$ cat config.mk
export PLATFORM = sky130hd
export DESIGN_NAME = video_stream_gen
export DESIGN_NICKNAME = d
export VERILOG_FILES = /design/src/rtl/video_stream_gen.sv
export SDC_FILE = /design/constraint.sdc
export NUM_CORES = 1
export LEC_CHECK = 0
export CAP_MARGIN = 20
export CELL_PAD_IN_SITES_DETAIL_PLACEMENT = 2
export CELL_PAD_IN_SITES_GLOBAL_PLACEMENT = 2
export CORE_MARGIN = 4
export CORE_UTILIZATION = 31
export CTS_CLUSTER_DIAMETER = 80
export DETAILED_ROUTE_END_ITERATION = 16
export PLACE_DENSITY_LB_ADDON = 0.1
export SLEW_MARGIN = 10
export SYNTH_ARGS = -nofsm -noshare
export SYNTH_HDL_FRONTEND = slang
export SYNTH_SLANG_ARGS = --single-unit
$ cat constraint.sdc
create_clock -name clk -period 2.2 [get_ports clk]
set_clock_uncertainty 0.1 [all_clocks]
set_input_delay 0.55 -clock clk [delete_from_list [all_inputs] [get_ports clk]]
set_output_delay 0.55 -clock clk [all_outputs]
set_load 0.02 [all_outputs]
$ cat src/rtl/video_stream_gen.sv
// Raster timing generator with selectable synthetic gray patterns.
// Drives an 8-bit gray pixel stream with hsync, vsync and data-enable.
module video_stream_gen #(
    parameter int H_ACTIVE  = 640,
    parameter int H_FP      = 16,
    parameter int H_SYNC    = 96,
    parameter int H_BP      = 48,
    parameter int V_ACTIVE  = 480,
    parameter int V_FP      = 10,
    parameter int V_SYNC    = 2,
    parameter int V_BP      = 33,
    parameter int CHK_SHIFT = 3
) (
    input  logic       clk,
    input  logic       nrst,
    input  logic       start,
    input  logic [1:0] pattern_sel,
    input  logic [7:0] const_level,
    output logic [7:0] out_gary,
    output logic       out_hsync,
    output logic       out_vsync,
    output logic       out_en,
    output logic       frame_done,
    output logic       busy
);

    localparam int H_TOTAL = H_ACTIVE + H_FP + H_SYNC + H_BP;
    localparam int V_TOTAL = V_ACTIVE + V_FP + V_SYNC + V_BP;

    localparam logic [11:0] H_ACT  = 12'(H_ACTIVE);
    localparam logic [11:0] H_SS   = 12'(H_ACTIVE + H_FP);
    localparam logic [11:0] H_SE   = 12'(H_ACTIVE + H_FP + H_SYNC);
    localparam logic [11:0] H_LAST = 12'(H_TOTAL - 1);
    localparam logic [11:0] V_ACT  = 12'(V_ACTIVE);
    localparam logic [11:0] V_SS   = 12'(V_ACTIVE + V_FP);
    localparam logic [11:0] V_SE   = 12'(V_ACTIVE + V_FP + V_SYNC);
    localparam logic [11:0] V_LAST = 12'(V_TOTAL - 1);

    // Counters are 12 bits wide; larger rasters cannot be represented.
    if (H_TOTAL > 4096 || V_TOTAL > 4096) begin : g_size_check
        $error("video_stream_gen: raster total exceeds 12-bit counters");
    end

    if (CHK_SHIFT < 0 || CHK_SHIFT > 11) begin : g_chk_check
        $error("video_stream_gen: CHK_SHIFT out of counter range");
    end

    typedef enum logic {
        IDLE = 1'b0,
        RUN  = 1'b1
    } state_t;

    state_t      state, state_n;
    logic [11:0] h_cnt, h_n;
    logic [11:0] v_cnt, v_n;
    logic [1:0]  sel_r, sel_n;

    logic        h_end;
    logic        v_end;
    logic        en_d;
    logic        hs_d;
    logic        vs_d;
    logic        fd_d;
    logic [7:0]  gray_d;
    logic        chk_bit;

    assign h_end = (h_cnt == H_LAST);
    assign v_end = (v_cnt == V_LAST);

    // State, raster counters and latched pattern select.
    always_ff @(posedge clk or negedge nrst) begin
        if (!nrst) begin
            state <= IDLE;
            h_cnt <= '0;
            v_cnt <= '0;
            sel_r <= '0;
        end else begin
            state <= state_n;
            h_cnt <= h_n;
            v_cnt <= v_n;
            sel_r <= sel_n;
        end
    end

    // Next-state: raster walk in RUN, frame restart or stop at the last position.
    always_comb begin
        state_n = state;
        h_n     = h_cnt;
        v_n     = v_cnt;
        sel_n   = sel_r;
        unique case (state)
            IDLE: begin
                h_n = '0;
                v_n = '0;
                if (start) begin
                    state_n = RUN;
                    sel_n   = pattern_sel;
                end
            end
            RUN: begin
                if (h_end) begin
                    h_n = '0;
                    if (v_end) begin
                        v_n = '0;
                        if (start) begin
                            sel_n = pattern_sel;
                        end else begin
                            state_n = IDLE;
                        end
                    end else begin
                        v_n = v_cnt + 12'd1;
                    end
                end else begin
                    h_n = h_cnt + 12'd1;
                end
            end
            default: begin
                state_n = IDLE;
                h_n     = '0;
                v_n     = '0;
            end
        endcase
    end

    assign chk_bit = h_cnt[CHK_SHIFT] ^ v_cnt[CHK_SHIFT];

    // Timing and pattern decode of the current raster position.
    always_comb begin
        en_d   = 1'b0;
        hs_d   = 1'b0;
        vs_d   = 1'b0;
        fd_d   = 1'b0;
        gray_d = 8'h00;
        if (state == RUN) begin
            en_d = (h_cnt < H_ACT) && (v_cnt < V_ACT);
            hs_d = (h_cnt >= H_SS) && (h_cnt < H_SE);
            vs_d = (v_cnt >= V_SS) && (v_cnt < V_SE);
            fd_d = h_end && v_end;
            if (en_d) begin
                unique case (1'b1)
                    (sel_r == 2'd0): gray_d = h_cnt[7:0];
                    (sel_r == 2'd1): gray_d = v_cnt[7:0];
                    (sel_r == 2'd2): gray_d = chk_bit ? 8'hFF : 8'h00;
                    (sel_r == 2'd3): gray_d = const_level;
                    default:         gray_d = 8'h00;
                endcase
            end
        end
    end

    // Output register: stream lags counters by one cycle; busy tracks next state.
    always_ff @(posedge clk or negedge nrst) begin
        if (!nrst) begin
            out_gary   <= 8'h00;
            out_hsync  <= 1'b0;
            out_vsync  <= 1'b0;
            out_en     <= 1'b0;
            frame_done <= 1'b0;
            busy       <= 1'b0;
        end else begin
            out_gary   <= gray_d;
            out_hsync  <= hs_d;
            out_vsync  <= vs_d;
            out_en     <= en_d;
            frame_done <= fd_d;
            busy       <= (state_n == RUN);
        end
    end

endmodule
==> flow_metrics.py <==
metrics = {
    "run_status": {
        "status": "finished clean",
    },
    "setup_path": {
        "setup.worst_path.end_class": "output port",
        "timing.critical_path.slowest_cell_delay_ns": 0.65,
        "timing.critical_path.max_delay_family": "buffers and inverters",
        "path_cells": "clkdlybuf4s50_1",
        "worst_ep_required_time_ns": 1.55,
        "startpoint_type": "register",
        "critPathMaxFanout": 9,
        "cp_num_buf_inv": 1,
        "critical_path_class": "reg -> out",
        "cp_slowest_cell": "sky130_fd_sc_hd__clkdlybuf4s50_1",
        "critical_path_arrival_ns": 1.44,
    },
    "timing": {
        "rsz_0062_raised_after_global_routing": "false",
        "layout_worst_path_cycle_share_pct": 95.2,
        "drv_slew": 0,
        "slew_headroom_pct": 70.0,
        "tightestPinTransition_ns": 0.450,
        "max_clock_freq_mhz": 478,
        "fin_hold_ws_ns": 0.122,
        "setup_tns_ns": 0,
        "timing.final.setup_violations": 0,
        "final.setup.worst_slack_ns": 0.107,
        "fin_crit_ns": 2.09,
        "finalHoldViolCount": 0,
    },
    "synth": {
        "async_flop_share_pct": 100,
        "synth.area.top_cells": "sky130_fd_sc_hd__dfrtp_1, sky130_fd_sc_hd__a21oi_1, sky130_fd_sc_hd__mux2i_1",
        "syn_area_sq_mm": 0.00212,
        "yosysMostFrequentCell": "sky130_fd_sc_hd__dfrtp_1",
        "synth_cell_types": 46,
        "synthesis.nets": 242,
        "yosysTopAreaCellShare_pct": 46.0,
        "yosys_warnings": 0,
        "postSynth.topFlopCell": "sky130_fd_sc_hd__dfrtp_1",
        "ys_seq_elements": 39,
        "synth_common_cells": "sky130_fd_sc_hd__dfrtp_1, sky130_fd_sc_hd__a21oi_1, sky130_fd_sc_hd__nor2_1, sky130_fd_sc_hd__nand2_1, sky130_fd_sc_hd__nand3_1",
        "yosysSeqAreaShare_pct": 46.0,
        "post-synth-top-area-cell": "sky130_fd_sc_hd__dfrtp_1",
        "postSynthCellCount": 225,
        "synth_enable_flop_cells": 0,
        "synth_area_per_cell_sq_um": 9.44,
    },
    "min_path": {
        "min-delay-path-class": "in -> async",
    },
    "clock_network": {
        "ctsLongestPathBuffers": 2,
        "clock_insertion_delay_worst_skew_ns": 0.29,
        "cts-htree-levels": 2,
        "clock_tree.root_cell": "sky130_fd_sc_hd__clkbuf_8",
        "clk_pin_slew_ns": 0.08,
        "cts_hold_buf": 0,
        "numCtsBuffers": 5,
        "post_cts_resize_count": 1,
        "cts.sinks": 39,
        "cts_post_setup_buffers_inserted": 0,
        "cts_tree": "built",
    },
    "route": {
        "drt_drc_violations_left": 0,
        "top_sig_layer": "met4",
        "post_drt_wl_per_cell_um": 18.9,
        "drt_pre_antenna_iters": 4,
        "m1WireLength_mm": 3.16,
        "met2_length_mm": 3.16,
        "postRouteWirelength_mm": 6.58,
        "final_antenna_net_count": 0,
        "total_vias_in_the_final_route": 1877,
        "vias_per_cell": 5.38,
        "drt_first_iter_violations": 64,
        "dr_wl_met3_um": 204,
    },
    "placed_design": {
        "place.detailed.hpwl_mm": 4.96,
        "worst_slack_placed_ns": 0.0769,
        "placed_cell_area_sq_mm": 0.00262,
        "gpl.final_weighted_congestion": 0.776,
        "port_buffers": 25,
    },
    "global_route": {
        "global_route.usage.total_pct": 17.4,
        "grt_pass1_wl_mm": 11.6,
        "number_of_antenna_violations_at_the_first_check_in_global_routing": 0,
        "pin_count_of_the_biggest_net_entering_global_routing": 40,
        "grt-ovfl-total": 0,
        "first_global_vias": 2165,
    },
    "cells_and_area": {
        "num-fill-cells": 727,
        "layout-area-overhead-vs-synth_pct": 28.3,
        "layout-drive-gt1-share_pct": 14.7,
        "post-route-cell-area_sq_mm": 0.00273,
        "antenna-diode-count": 0,
        "fin_util_pct": 42.0,
        "num-nets-final": 288,
    },
    "floorplanning": {
        "die_y_um": 90.8,
        "chipWidth_um": 90.8,
        "dieArea_sq_mm": 0.00824,
        "initial_core_util_pct": 32.7,
        "rows": 29,
        "design.core.area_sq_mm": 0.00649,
        "ioPinCount": 26,
    },
    "power": {
        "swShare_pct": 21.5,
        "total_switching_power_w": 0.000263,
        "power.share.combinational_pct": 3.3,
        "p_int_w": 0.000960,
        "power_frac_seq_pct": 58.5,
        "power_density_mw_per_mm2": 449,
        "clock_power_share_pct": 38.2,
        "p_leak_nw": 1.17,
        "worst_ir_drop_vdd_mv": 0.217,
    },
    "run": {
        "max-cap-violations": 0,
    },
}
==> through the flow <==
step | instances | total power (W)
global placement | 341 | 0.000773
CTS | 349 | 0.00125
finish | 349 | 0.00122
global route | 349 | 0.00129
detailed placement | 341 | 0.000772
floorplan | 225 | 0.000731
==> final timing paths <==
kind	endpoint	cells after the start	start	slack (ns)
max	busy	1	busy$_DFF_PN0_	0.11
min	h_cnt[3]$_DFF_PN0_	2	nrst	0.12
max reg2reg	v_cnt[8]$_DFFE_PN0P_	4	h_cnt[11]$_DFF_PN0_	0.14
min reg2reg	v_cnt[0]$_DFFE_PN0P_	3	v_cnt[0]$_DFFE_PN0P_	0.48
max in group asynchronous	busy$_DFF_PN0_	2	nrst	1.68
min in group clk	v_cnt[0]$_DFFE_PN0P_	3	v_cnt[0]$_DFFE_PN0P_	0.48
==> per-layer routing <==
layer  global-route usage (%)  up-vias
li1                         -      901
met1                     23.9      939
met2                     28.2       32
met3                     3.58        5
met4                     3.32        0
met5                        0        -
==> flip-flops by register name, summed over array words and instances (netlist names) <==
name / count
h_cnt: 12
v_cnt: 12
frame_done: 1
out_hsync: 1
sel_r: 2
out_vsync: 1
busy: 1
out_gary: 8
out_en: 1
==> cells by family (layout without fill, tap and decap cells) <==
logic type / after synthesis / count (layout) / share of synthesized area (%)
compound gates: 45 / 45 / 13.8
xor+xnor: 9 / 9 / 3.71
fa+ha+maj: 4 / 4 / 2.36
buf+inv: 20 / 67 / 3.65
flops: 39 / 39 / 46.0
mux: 12 / 12 / 5.78
simple gates: 96 / 96 / 24.7
==> placed cells by master (no fill, tap or decap), types with 4 or more instances in the layout <==
master                            instances
sky130_fd_sc_hd__a21oi_1                 23
sky130_fd_sc_hd__and2_1                   5
sky130_fd_sc_hd__buf_4                   24
sky130_fd_sc_hd__clkbuf_8                 5
sky130_fd_sc_hd__clkdlybuf4s50_1         24
sky130_fd_sc_hd__dfrtp_1                 38
sky130_fd_sc_hd__inv_1                    9
sky130_fd_sc_hd__mux2i_1                 10
sky130_fd_sc_hd__nand2_1                 16
sky130_fd_sc_hd__nand3_1                 14
sky130_fd_sc_hd__nand4_1                  5
sky130_fd_sc_hd__nor2_1                  23
sky130_fd_sc_hd__nor3_1                   6
sky130_fd_sc_hd__o21ai_0                  4
sky130_fd_sc_hd__o31ai_1                  4
sky130_fd_sc_hd__xnor2_1                  6
==> area by class of cell <==
cell class	count	area, sq um	area share (%)
repair buffers	50	445	16.3
clock inverters	1	5.00	0.184
clock buffers	7	76.3	2.80
flip-flops and latches	39	977	35.9
multi-input cells	166	1090	40.0
inverters	9	33.8	1.24
well taps	77	96.3	3.54
==> power by group through the flow <==
stage	logic, W	registers (W)	clock network, W
after floorplan	0.000000226	0.000731	0
after global placement	0.0000422	0.000730	0
after detailed placement	0.0000420	0.000730	0
after CTS	0.0000423	0.000716	0.000490
after global routing	0.0000450	0.000716	0.000526
final	0.0000401	0.000716	0.000467
(Power assumes the default switching activity.)
